[src/rtl/sub_serial_pkg.sv]
// Shared types and helpers for the digit-serial subtractor.
package sub_serial_pkg;

  typedef enum logic [1:0] {IDLE, RUN, DONE} sub_state_t;

  localparam int CHUNK = 4;

  function automatic int nchunks(input int width);
    return (width + CHUNK - 1) / CHUNK;
  endfunction

endpackage

[src/rtl/sub_nibble.sv]
// 4-bit carry-lookahead adder computing a + ~b + cin, with the carry-out
// picked at a selectable bit position so a short final chunk can be handled.
module sub_nibble (
  input  logic [3:0] i_a,
  input  logic [3:0] i_b,
  input  logic       i_cin,
  input  logic [2:0] i_width,
  output logic [3:0] o_sum,
  output logic       o_cout
);

  logic [3:0] w_g;
  logic [3:0] w_p;
  logic [4:0] w_c;

  assign w_g = i_a & ~i_b;
  assign w_p = i_a ^ ~i_b;

  assign w_c[0] = i_cin;
  assign w_c[1] = w_g[0] | (w_p[0] & i_cin);
  assign w_c[2] = w_g[1] | (w_p[1] & w_g[0]) | (w_p[1] & w_p[0] & i_cin);
  assign w_c[3] = w_g[2] | (w_p[2] & w_g[1]) | (w_p[2] & w_p[1] & w_g[0])
                | (w_p[2] & w_p[1] & w_p[0] & i_cin);
  assign w_c[4] = w_g[3] | (w_p[3] & w_g[2]) | (w_p[3] & w_p[2] & w_g[1])
                | (w_p[3] & w_p[2] & w_p[1] & w_g[0])
                | (w_p[3] & w_p[2] & w_p[1] & w_p[0] & i_cin);

  assign o_sum = w_p ^ w_c[3:0];

  always_comb begin
    case (i_width)
      3'd1:    o_cout = w_c[1];
      3'd2:    o_cout = w_c[2];
      3'd3:    o_cout = w_c[3];
      default: o_cout = w_c[4];
    endcase
  end

endmodule

[src/rtl/sub_serial.sv]
// Digit-serial subtractor D = A - B - bin, one 4-bit chunk per clock, LSB first,
// with valid/ready handshakes on operand and result sides.
module sub_serial
  import sub_serial_pkg::*;
#(
  parameter int WIDTH = 8
) (
  input  logic             i_clk,
  input  logic             i_rst,
  input  logic             i_valid,
  output logic             o_ready,
  input  logic [WIDTH-1:0] i_a,
  input  logic [WIDTH-1:0] i_b,
  input  logic             i_bin,
  output logic             o_valid,
  input  logic             i_ready,
  output logic [WIDTH-1:0] o_d,
  output logic             o_bout,
  output logic             o_ovf,
  output logic             o_zero
);

  localparam int Q  = nchunks(WIDTH);
  localparam int R  = WIDTH - (Q - 1) * CHUNK;
  localparam int QW = Q * CHUNK;
  localparam int CW = (Q > 1) ? $clog2(Q) : 1;
  localparam logic [CW-1:0] LAST = CW'(Q - 1);
  localparam logic [2:0]    R3   = 3'(R);

  sub_state_t r_state, w_state_next;

  logic [QW-1:0]    r_a, r_b, r_acc, w_acc_next;
  logic [CW-1:0]    r_cnt;
  logic             r_carry;
  logic [WIDTH-1:0] r_d;
  logic             r_bout, r_ovf, r_zero;
  logic             w_last;
  logic [2:0]       w_width;
  logic [3:0]       w_sum;
  logic             w_cout;

  assign w_last  = (r_cnt == LAST);
  assign w_width = w_last ? R3 : 3'd4;

  sub_nibble u_nibble (
    .i_a     (r_a[r_cnt*CHUNK +: CHUNK]),
    .i_b     (r_b[r_cnt*CHUNK +: CHUNK]),
    .i_cin   (r_carry),
    .i_width (w_width),
    .o_sum   (w_sum),
    .o_cout  (w_cout)
  );

  // Accumulator including the chunk being computed this cycle, so the final
  // result can be loaded on the same edge that finishes the last chunk.
  always_comb begin
    w_acc_next = r_acc;
    w_acc_next[r_cnt*CHUNK +: CHUNK] = w_sum;
  end

  always_ff @(posedge i_clk) begin
    if (i_rst) r_state <= IDLE;
    else       r_state <= w_state_next;
  end

  always_comb begin
    w_state_next = r_state;
    o_ready      = 1'b0;
    o_valid      = 1'b0;
    case (r_state)
      IDLE: begin
        o_ready = 1'b1;
        if (i_valid) w_state_next = RUN;
      end
      RUN:  if (w_last) w_state_next = DONE;
      DONE: begin
        o_valid = 1'b1;
        if (i_ready) w_state_next = IDLE;
      end
      default: w_state_next = IDLE;
    endcase
  end

  always_ff @(posedge i_clk) begin
    if (i_rst) begin
      r_a     <= '0;
      r_b     <= '0;
      r_acc   <= '0;
      r_cnt   <= '0;
      r_carry <= 1'b0;
      r_d     <= '0;
      r_bout  <= 1'b0;
      r_ovf   <= 1'b0;
      r_zero  <= 1'b0;
    end else begin
      case (r_state)
        IDLE: if (i_valid) begin
          r_a     <= QW'(i_a);
          r_b     <= QW'(i_b);
          r_acc   <= '0;
          r_cnt   <= '0;
          r_carry <= ~i_bin;
        end
        RUN: begin
          r_acc   <= w_acc_next;
          r_carry <= w_cout;
          if (w_last) begin
            r_d    <= w_acc_next[WIDTH-1:0];
            r_bout <= ~w_cout;
            r_ovf  <= (r_a[WIDTH-1] != r_b[WIDTH-1]) &&
                      (w_acc_next[WIDTH-1] != r_a[WIDTH-1]);
            r_zero <= (w_acc_next[WIDTH-1:0] == '0);
          end else begin
            r_cnt <= r_cnt + 1'b1;
          end
        end
        default: ;
      endcase
    end
  end

  assign o_d    = r_d;
  assign o_bout = r_bout;
  assign o_ovf  = r_ovf;
  assign o_zero = r_zero;

endmodule

[config.mk]
export PLATFORM = sky130hd
export DESIGN_NAME = sub_serial
export DESIGN_NICKNAME = d
export VERILOG_FILES = /design/src/rtl/sub_serial_pkg.sv /design/src/rtl/sub_nibble.sv /design/src/rtl/sub_serial.sv
export SDC_FILE = /design/constraint.sdc
export NUM_CORES = 1
export LEC_CHECK = 0
export BUFFER_PORTS_ARGS = -buffer_cell sky130_fd_sc_hd__buf_2
export CAP_MARGIN = 40
export CELL_PAD_IN_SITES_DETAIL_PLACEMENT = 1
export CELL_PAD_IN_SITES_GLOBAL_PLACEMENT = 2
export CORE_MARGIN = 5
export CORE_UTILIZATION = 31
export CTS_CLUSTER_SIZE = 25
export DETAILED_ROUTE_END_ITERATION = 6
export PLACE_DENSITY_LB_ADDON = 0.1
export SLEW_MARGIN = 5
export SYNTH_ARGS = -nofsm -noshare
export SYNTH_HDL_FRONTEND = slang
export SYNTH_SLANG_ARGS = --single-unit
[constraint.sdc]
create_clock -name i_clk -period 3.1 [get_ports i_clk]
set_input_delay 0.155 -clock i_clk [delete_from_list [all_inputs] [get_ports i_clk]]
set_output_delay 0.155 -clock i_clk [all_outputs]
set_load 0.02 [all_outputs]
# Word-level counts from Yosys, hierarchy flattened

Cells that the tools add are included.

Mux-type cells: 14
Multiply operators: 0
Eq/ne operators: 7
Add/subtract/negate cells: 2
Bitwise logic cells: 32
Shifts and indexed selects: 4
$lt $le $gt $ge: 0
Divide/modulo/power cells: 0
Reduce and logical (&&, ||, !) cells: 8

Operators with widths:

| operator               | count |
|---|---|
| $neg 3->34             | 1 |
| $shift 4x34->8 const A | 1 |
| $shiftx 4x34->8        | 1 |
| $and 1x1->1            | 16 |
| $pmux 8 s2             | 1 |
| $shiftx 8x4->4         | 2 |
| $or 1x1->1             | 10 |
| $bwmux 8               | 1 |
| $logic_not 8->1        | 1 |
| $mux 8                 | 1 |
| $xor 4x4->4            | 2 |
| $mux 2                 | 3 |
| $ne 2x2->1 const B     | 3 |
| $pmux 2 s3             | 1 |
| $reduce_and 2->1       | 3 |
| $mux 1                 | 5 |
| $and 4x4->4            | 1 |
| $not 4->4              | 1 |
| $pmux 1 s2             | 2 |
| $reduce_and 3->1       | 1 |
| $eq 2x1->1 const B     | 1 |
| $eq 2x2->1 const B     | 1 |
| $logic_not 2->1        | 1 |
| $ne 1x1->1             | 2 |
| 4 further kinds        | 5 |

Latch bits: 0
Logic and storage cells: 77
Bits in writable memories: 0
Register bits after elaboration: 39
ROM bits: 0
Input port bits: 21
Output and inout bits: 13
Memories kept: 0

# Logic depth before layout (Yosys ltp)

Gate-level depths: netlist of run 1.

Word-level depth: 12
Mapped depth: 8
Mapped depth without buffers: 7

# Hierarchy

From an unflattened synthesis of run 1, not the netlist that was laid out.

Cells, all modules: 213
Area total of the unflattened synthesis: 1721.7 um^2

By module, submodules not included:

| module     | cells each | instances | area each (um^2) |
|---|---|---|---|
| sub_serial | 183        | 1         | 1488.9 |
| sub_nibble | 30         | 1         | 232.7 |

# Least setup slack after synthesis of run 1

No wires, ideal clock.

Path kind: register to register
From: register r_cnt
To: register r_zero, in the netlist o_zero
Setup time: 0.067 ns
Period minus slack after synthesis: 2.271 ns
Stages on the path, launching flop included: 9
Arrival: 2.204 ns
Setup slack: 0.829 ns
Required time: 3.033 ns
Buffers on the path: 1
Path through: dfxtp_1 buf_2 mux2i_1 inv_1 ha_1 a21o_1 a211o_1 a2111o_1 o21ai_2

Cells in the longest elaborated chain, start to end: 11
Elaborated cells on any way between the ends: 27
Classes of those cells: 1 x add/sub; 4 x shift; 1 x mux; 19 x bitwise; 2 x reduce/logical

Ends and longest elaborated chain:

| item                                       | RTL line                           | source |
|---|---|---|
| start, declared                            | sub_serial.sv:33                   | `logic [CW-1:0] r_cnt;` |
| start signal, assigned                     | sub_serial.sv:114                  | `r_cnt <= r_cnt + 1'b1;` |
| $shiftx 8x4->4                             | sub_serial.sv:47                   | `.i_b (r_b[r_cnt*CHUNK +: CHUNK]),` |
| $not 4->4                                  | sub_nibble.sv:16, sub_nibble.sv:17 |  |
| $xor 4x4->4 or $and 4x4->4 (tied branches) | sub_nibble.sv:17, sub_nibble.sv:16 |  |
| $and 1x1->1, on equally long branches      | sub_nibble.sv:22, sub_nibble.sv:23 |  |
| $or 1x1->1 (tied with other cells)         | sub_nibble.sv:22                   | `assign w_c[3] = w_g[2] \| (w_p[2] & w_g[1]) \| (w_p[2] & w_p[1] & w_g[0])` |
| $or 1x1->1 or $and 1x1->1 (tied branches)  | sub_nibble.sv:22, sub_nibble.sv:23 |  |
| $or 1x1->1                                 | sub_nibble.sv:23                   | `\| (w_p[2] & w_p[1] & w_p[0] & i_cin);` |
| $xor 4x4->4                                | sub_nibble.sv:28                   | `assign o_sum = w_p ^ w_c[3:0];` |
| $shiftx 4x34->8                            | sub_serial.sv:58                   | `w_acc_next[r_cnt*CHUNK +: CHUNK] = w_sum;` |
| $bwmux 8                                   | sub_serial.sv:58                   |  |
| $logic_not 8->1                            | sub_serial.sv:112                  | `r_zero <= (w_acc_next[WIDTH-1:0] == '0);` |
| end signal, assigned                       | sub_serial.sv:112                  |  |
| end, declared                              | sub_serial.sv:36                   | `logic r_bout, r_ovf, r_zero;` |

Parallel ways exist; a longest one is shown, timed or not.
A chain may end at the register's enable or synchronous reset.

# Worst setup path after layout of run 1

From: register r_cnt
To: register r_ovf, in the netlist o_ovf

Cells in the longest elaborated chain, start to end: 12
Elaborated cells on any way between the ends: 28
Classes of those cells: 1 x add/sub; 1 x eq/ne; 4 x shift; 1 x mux; 19 x bitwise; 2 x reduce/logical

Ends and longest elaborated chain:

| item                                       | RTL line                           | source |
|---|---|---|
| $shiftx 8x4->4                             | sub_serial.sv:47                   |  |
| $not 4->4                                  | sub_nibble.sv:16, sub_nibble.sv:17 |  |
| $xor 4x4->4 or $and 4x4->4 (tied branches) | sub_nibble.sv:17, sub_nibble.sv:16 |  |
| $and 1x1->1, on equally long branches      | sub_nibble.sv:22, sub_nibble.sv:23 |  |
| $or 1x1->1 (tied with other cells)         | sub_nibble.sv:22                   |  |
| $or 1x1->1 or $and 1x1->1 (tied branches)  | sub_nibble.sv:22, sub_nibble.sv:23 |  |
| $or 1x1->1                                 | sub_nibble.sv:23                   |  |
| $xor 4x4->4                                | sub_nibble.sv:28                   |  |
| $shiftx 4x34->8                            | sub_serial.sv:58                   |  |
| $bwmux 8                                   | sub_serial.sv:58                   |  |
| $ne 1x1->1                                 | sub_serial.sv:111                  | `(w_acc_next[WIDTH-1] != r_a[WIDTH-1]);` |
| $logic_and 1x1->1                          | sub_serial.sv:110                  | `r_ovf <= (r_a[WIDTH-1] != r_b[WIDTH-1]) &&` |
| end signal, assigned                       | sub_serial.sv:110                  |  |
| end, declared                              | sub_serial.sv:36                   |  |

Parallel ways exist; a longest one is shown, timed or not.

==> results.cfg, run 1 <==
[run_status]
status = complete, no violations

[layout]
drive_gt1_share_pct = 22.3
most-common-layout-cells = nand2_1 (47), dfxtp_1 (35), buf_2 (33)
seq_area_um2 = 701
final_nets = 245
multi_input_area_um2 = 811
final_common_cell = nand2_1
antenna_cells = 0
final_util_pct = 37.5
fill_cells = 631
layout.cells.non_filler = 290
syn_to_final_growth_pct = 18.9

[yosys]
synthMuxAreaShare_pct = 5.27
yosysUniqueCellTypes = 35
synth_cells = 189
synth_xor_area_share_pct = 0.551
synth-simple-area-share_pct = 22.0
synth_compound_area_share_pct = 18.8
yosysWarnings = 0
netlist_area_um2 = 1590
synth_top_family_by_area = simple AND/OR/NAND/NOR gates
synth_fa_ha_area_share_pct = 4.41
yosys_register_bits = 35
synth_area_per_cell_um2 = 8.41
yosysSeqAreaShare_pct = 44.1
synth_nets = 215

[pwr]
vdd_drop_max_uv = 188
p_per_area_nw_per_um2 = 555
p_leak_uw = 0.000791

[worst_setup_path]
endpoint_kind = flip-flop
start_kind = flip-flop
critPathKind = flip-flop to flip-flop
cp.required_ns = 3.26
arrival_ns = 2.69
critPathMaxFanout = 12

[grt]
grt_overflow = 0
grt_start_max_net_pins = 37
grtUsageTotal_pct = 13.4
grt_first_pass_wirelength_um = 6910
grt_pass1_vias = 1478
antenna_found_initial = 0

[die]
die_h_um = 81.6
core_area_um2 = 5040
die_width_um = 81.6
start_util_pct = 31.5
die_area_um2 = 6660
rows = 26
ios = 34

[placement]
hpwl_um = 3050
dp_slack_ns = 0.548
io_buffers = 33
gp_congestion = 0.782
placedCellCount = 282

[clocking]
cts_inserted_buffers = 5
cts.reportedPaths.clkPinSlew_ns = 0.07
ctsResizeCount = 0
clkLatencyLatePin_ns = 0.28
cts_setup_buffers = 0
postCtsHoldBufs = 0
cts_tree = yes
clock_sinks = 35
cts-root-buf = clkbuf_8
htreeDepth = 2
clock_path_buffers = 2

[timing]
postLayoutSetupSlackWorst_ns = 0.568
clock.fmax_mhz = 395
drv_slew = 0
fin_tns_setup_ns = 0
tightestPinTransition_ns = 0.656
setup_viol = 0
finalCritPeriodShare_pct = 81.7
clock_skew_ns = 0.00404
hold_viol_final = 0
rsz0062_at_grt = no
slew_headroom_pct = 56.3
hold_slack_ns = 0.110
fin_crit_ns = 2.53

[routing]
drt_iter0_markers = 55
drc = 0
antenna_left = 0
dr.pass1.iters = 6
num_vias = 1385
routed_via_density = 4.78
routed_wl_um = 4000
wl_per_cell_um = 13.8

[job]
drv_cap = 0

[worst_hold_path]
hp-class = input port to flip-flop
-- logic make-up (layout without fill, tap and decap cells) --
family	after synthesis	in the layout
and+or+nand+nor	76	76
AOI/OAI and AO/OA	48	48
DFF	35	35
buffers and inverters	16	47
muxes	8	8
adders and majority gates	5	5
xor gates and xnor gates	1	1
-- path summary, 6_finish.rpt --
path | from | endpoint | slack [ns] | cells past startpoint
worst max-delay path | r_cnt | o_ovf | 0.57 | 7
worst min-delay path | i_b[3] | r_b[3] | 0.11 | 3
worst max register to register | r_cnt | o_ovf | 0.57 | 7
worst min register to register | o_d[0] | o_d[0] | 0.45 | 2
-- power by group --
part / switching (µW) / internal, µW
combinational: 108 / 80.7
sequential: 23.6 / 476
clock: 157 / 203
total: 289 / 760
-- sequential cells by signal (all words and copies together) (netlist names), 2 cells and up --
signal,flops
r_state,2
r_acc,4
r_b,8
o_d,8
r_a,8
-- per-stage QoR --
stage / area, µm² / power (µW)
detailed placement: 1790 / 704
floorplan: 1590 / 648
finish: 1890 / 1050
global placement: 1790 / 696
global route: 1890 / 1110
CTS: 1890 / 1070
-- critical path, stage by stage, from the launching register on --
cell	delay (ns)
dfxtp_1	0.65
mux2i_1	0.36
inv_1	0.08
ha_1	0.32
a211o_1	0.31
a211o_1	0.32
a311oi_1	0.30
a211oi_1	0.07
-- final cells by class --
class                   count  share of cell area, %
repair buffers             34                   9.13
well taps                  70                   4.63
clock buffers               8                   5.29
inverters                   5                  0.993
multi-input cells         138                   42.9
flip-flops and latches     35                   37.1
-- layer usage --
metal / vias to the layer above / track usage, % / share of wire (%)
met1: 646 / 16.8 / 48
met2: 20 / 23.0 / 47
met5: - / 0 / 0
met4: 0 / 3.49 / 0.90
met3: 5 / 3.29 / 3.6
li1: 714 / - / -
-- cell usage after synthesis --
library cell  count  share of area (%)
buf_2             3               0.94
fa_1              1                1.3
a21o_1            2               0.94
nor3b_2           2                1.6
and3_4            1               0.71
a2bb2oi_1         1               0.55
a311oi_1          1               0.55
nor2_1           12                2.8
o22ai_1           1               0.39
clkbuf_1          4               0.94
mux2i_1           5                3.1
a211o_1           4                2.2
ha_1              4                3.1
nor2b_1           2               0.79
a211oi_1          1               0.47
a22oi_1           2               0.94
mux2_2            3                2.1
xnor2_1           1               0.55
buf_4             4                1.9
nor3b_1           1               0.47
inv_1             4               0.94
nand2b_1          3                1.2
nand4_1           3                1.2
dfxtp_1          35                 44
nor4_1            1               0.39
a21oi_1          30                9.4
o21bai_1          1               0.47
nand2_1          47                 11
a32oi_1           2                1.1
o21ai_2           1               0.55
inv_2             1               0.24
nand3_1           1               0.31
a2111o_1          1               0.71
o21a_1            1               0.47
nand3b_1          3                1.4
No activity file was read; power rests on OpenSTA's default activity.
==> run 2: changes to the inputs <==
--- a/config.mk
+++ b/config.mk
@@ -10,7 +10,7 @@
 export CELL_PAD_IN_SITES_DETAIL_PLACEMENT = 1
 export CELL_PAD_IN_SITES_GLOBAL_PLACEMENT = 2
 export CORE_MARGIN = 5
-export CORE_UTILIZATION = 31
+export CORE_UTILIZATION = 28
 export CTS_CLUSTER_SIZE = 25
 export DETAILED_ROUTE_END_ITERATION = 6
 export PLACE_DENSITY_LB_ADDON = 0.1
==> constraint.sdc (replaced) <==
create_clock -name i_clk -period 2.2 [get_ports i_clk]
set_input_delay 0.11 -clock i_clk [delete_from_list [all_inputs] [get_ports i_clk]]
set_output_delay 0.11 -clock i_clk [all_outputs]
set_load 0.02 [all_outputs]
==> run 2 against run 1 <==
Compared with the run above:
- die area is 9.4% higher
- clock power is 16% higher
- sequential share of layout area is 1.2 points lower
- final cell count is 3.1% higher
- clock skew hardly changed
- highest routed layer unchanged
- critical path type unchanged
- utilization is 1.9 points lower
- via count is 3.1% higher
- sequential cell count stayed put
- final area is 3.8% higher
- critical endpoint unchanged
- non-clock buffer count is 9 higher
- wire length is 6.7% higher
- setup slack worse by 0.48 ns
==> results.cfg, run 2 (synthesis results as in run 1) <==
[die]
die_area_um2 = 7290
die_width_um = 85.4
core_area_um2 = 5510
start_util_pct = 28.9
ios = 34
die_h_um = 85.4
rows = 27

[layout]
antenna_cells = 0
final_cell_area_um2 = 1960
fill_cells = 686
drive_gt1_share_pct = 26.9
layout.cells.non_filler = 299
final_nets = 254
syn_to_final_growth_pct = 23.4
final_common_cell = nand2_1
seq_area_um2 = 704
final_util_pct = 35.6
most-common-layout-cells = nand2_1 (47), dfxtp_1 (34), buf_2 (33)
multi_input_area_um2 = 836

[worst_setup_path]
cp.required_ns = 2.39
path_buf_inv = 1
critPathMaxFanout = 7
slowest_delay_ns = 0.41
critPathKind = flip-flop to flip-flop
crit_top_cell = a211o_1
arrival_ns = 2.31
worst_path_dominant_cell_family = compound AO/OA/AOI/OAI gates
start_kind = flip-flop
cp_cell_sequence = mux2i_4 -> inv_1 -> ha_1 -> a211o_1 -> a211o_1 -> and3_4 -> a211oi_1
endpoint_kind = flip-flop
critPathSlowestCell = dfxtp_4

[pwr]
p_leak_uw = 0.000820
vdd_drop_max_uv = 252
p_per_area_nw_per_um2 = 726
finalPower_uw = 1430

[routing]
routed_via_density = 4.78
antenna_left = 0
routed_wl_um = 4260
drt_iter0_markers = 31
wl_per_cell_um = 14.3
dr.pass1.iters = 2
drc = 0
num_vias = 1428

[clocking]
htreeDepth = 2
clkLatencyLatePin_ns = 0.28
clock_sinks = 35
cts-root-buf = clkbuf_8
cts.reportedPaths.clkPinSlew_ns = 0.07
clock_path_buffers = 2
cts_tree = yes
cts_inserted_buffers = 5

[grt]
grt_pass1_vias = 1530
grtUsageTotal_pct = 12.6
grt_start_max_net_pins = 37
grt_first_pass_wirelength_um = 7430
antenna_found_initial = 0
grt_overflow = 0

[timing]
setup_viol = 0
clock.fmax_mhz = 473
tightestPinTransition_ns = 0.638
fin_crit_ns = 2.11
clock_skew_ns = 0.00382
slew_headroom_pct = 57.5
hold_slack_ns = 0.0620
drv_slew = 0
hold_viol_final = 0
finalCritPeriodShare_pct = 96.1

[placement]
io_buffers = 33
gp_congestion = 0.716
hpwl_um = 3190
placedCellCount = 292
placed_cell_area_um2 = 1860

[worst_hold_path]
hp-class = input port to flip-flop

[job]
drv_cap = 0

[run_status]
status = complete, no violations
[run 2: changes by cell type in the layout (fill, tap and decap cells not counted), sizes merged]
| cell | delta |
|---|---|
| clkbuf | -2 |
| buf | +9 |
[run 2: final cells by class]
type	count	share of cell area (%)
well taps	72	4.59
inverters	5	0.957
repair buffers	43	12.2
clock buffers	6	3.70
multi-input cells	138	42.6
flip-flops and latches	35	35.9
[run 2: tightest hold or removal path: stages]
cell     delay [ns]
buf_2          0.09
nand2_1        0.04
a21oi_1        0.05
[run 2: metal layers]
| metal | GRT usage, % | vias up | wire (µm) |
|---|---|---|---|
| met2 | 20.3 | 23 | 2020 |
| li1 | - | 726 | - |
| met3 | 3.88 | 7 | 182 |
| met4 | 3.88 | 0 | 53 |
| met1 | 16.0 | 672 | 2000 |
| met5 | 0 | - | 0 |
[run 2: metrics by stage]
stage               TNS [ns]  worst slack, ns
global route        -0.00817         -0.00817
detailed placement    -0.118          -0.0660
global placement           0           0.0298
floorplan                  0           0.0208
finish                     0           0.0861
CTS                        0          0.00737
[run 2: repair_timing]
action                                  CTS  global route
hold buffers                              0             0
pin swaps                                 0             7
endpoints found under the setup margin    2             4
setup buffers                             0             1
resized for setup                         1             5
[run 2: where the power goes]
group / switching (µW) / total, µW / internal [µW]
registers: 33.9 / 705 / 671
logic: 164 / 301 / 137
clock network: 208 / 418 / 211
total: 406 / 1430 / 1020
[run 2: worst paths after layout]
path / from / endpoint / slack (ns) / cells after the start
min: i_b[0] / r_b[0] / 0.06 / 3
max: r_cnt / o_ovf / 0.09 / 7
min reg2reg: o_d[3] / o_d[3] / 0.46 / 2
max reg2reg: r_cnt / o_ovf / 0.09 / 7
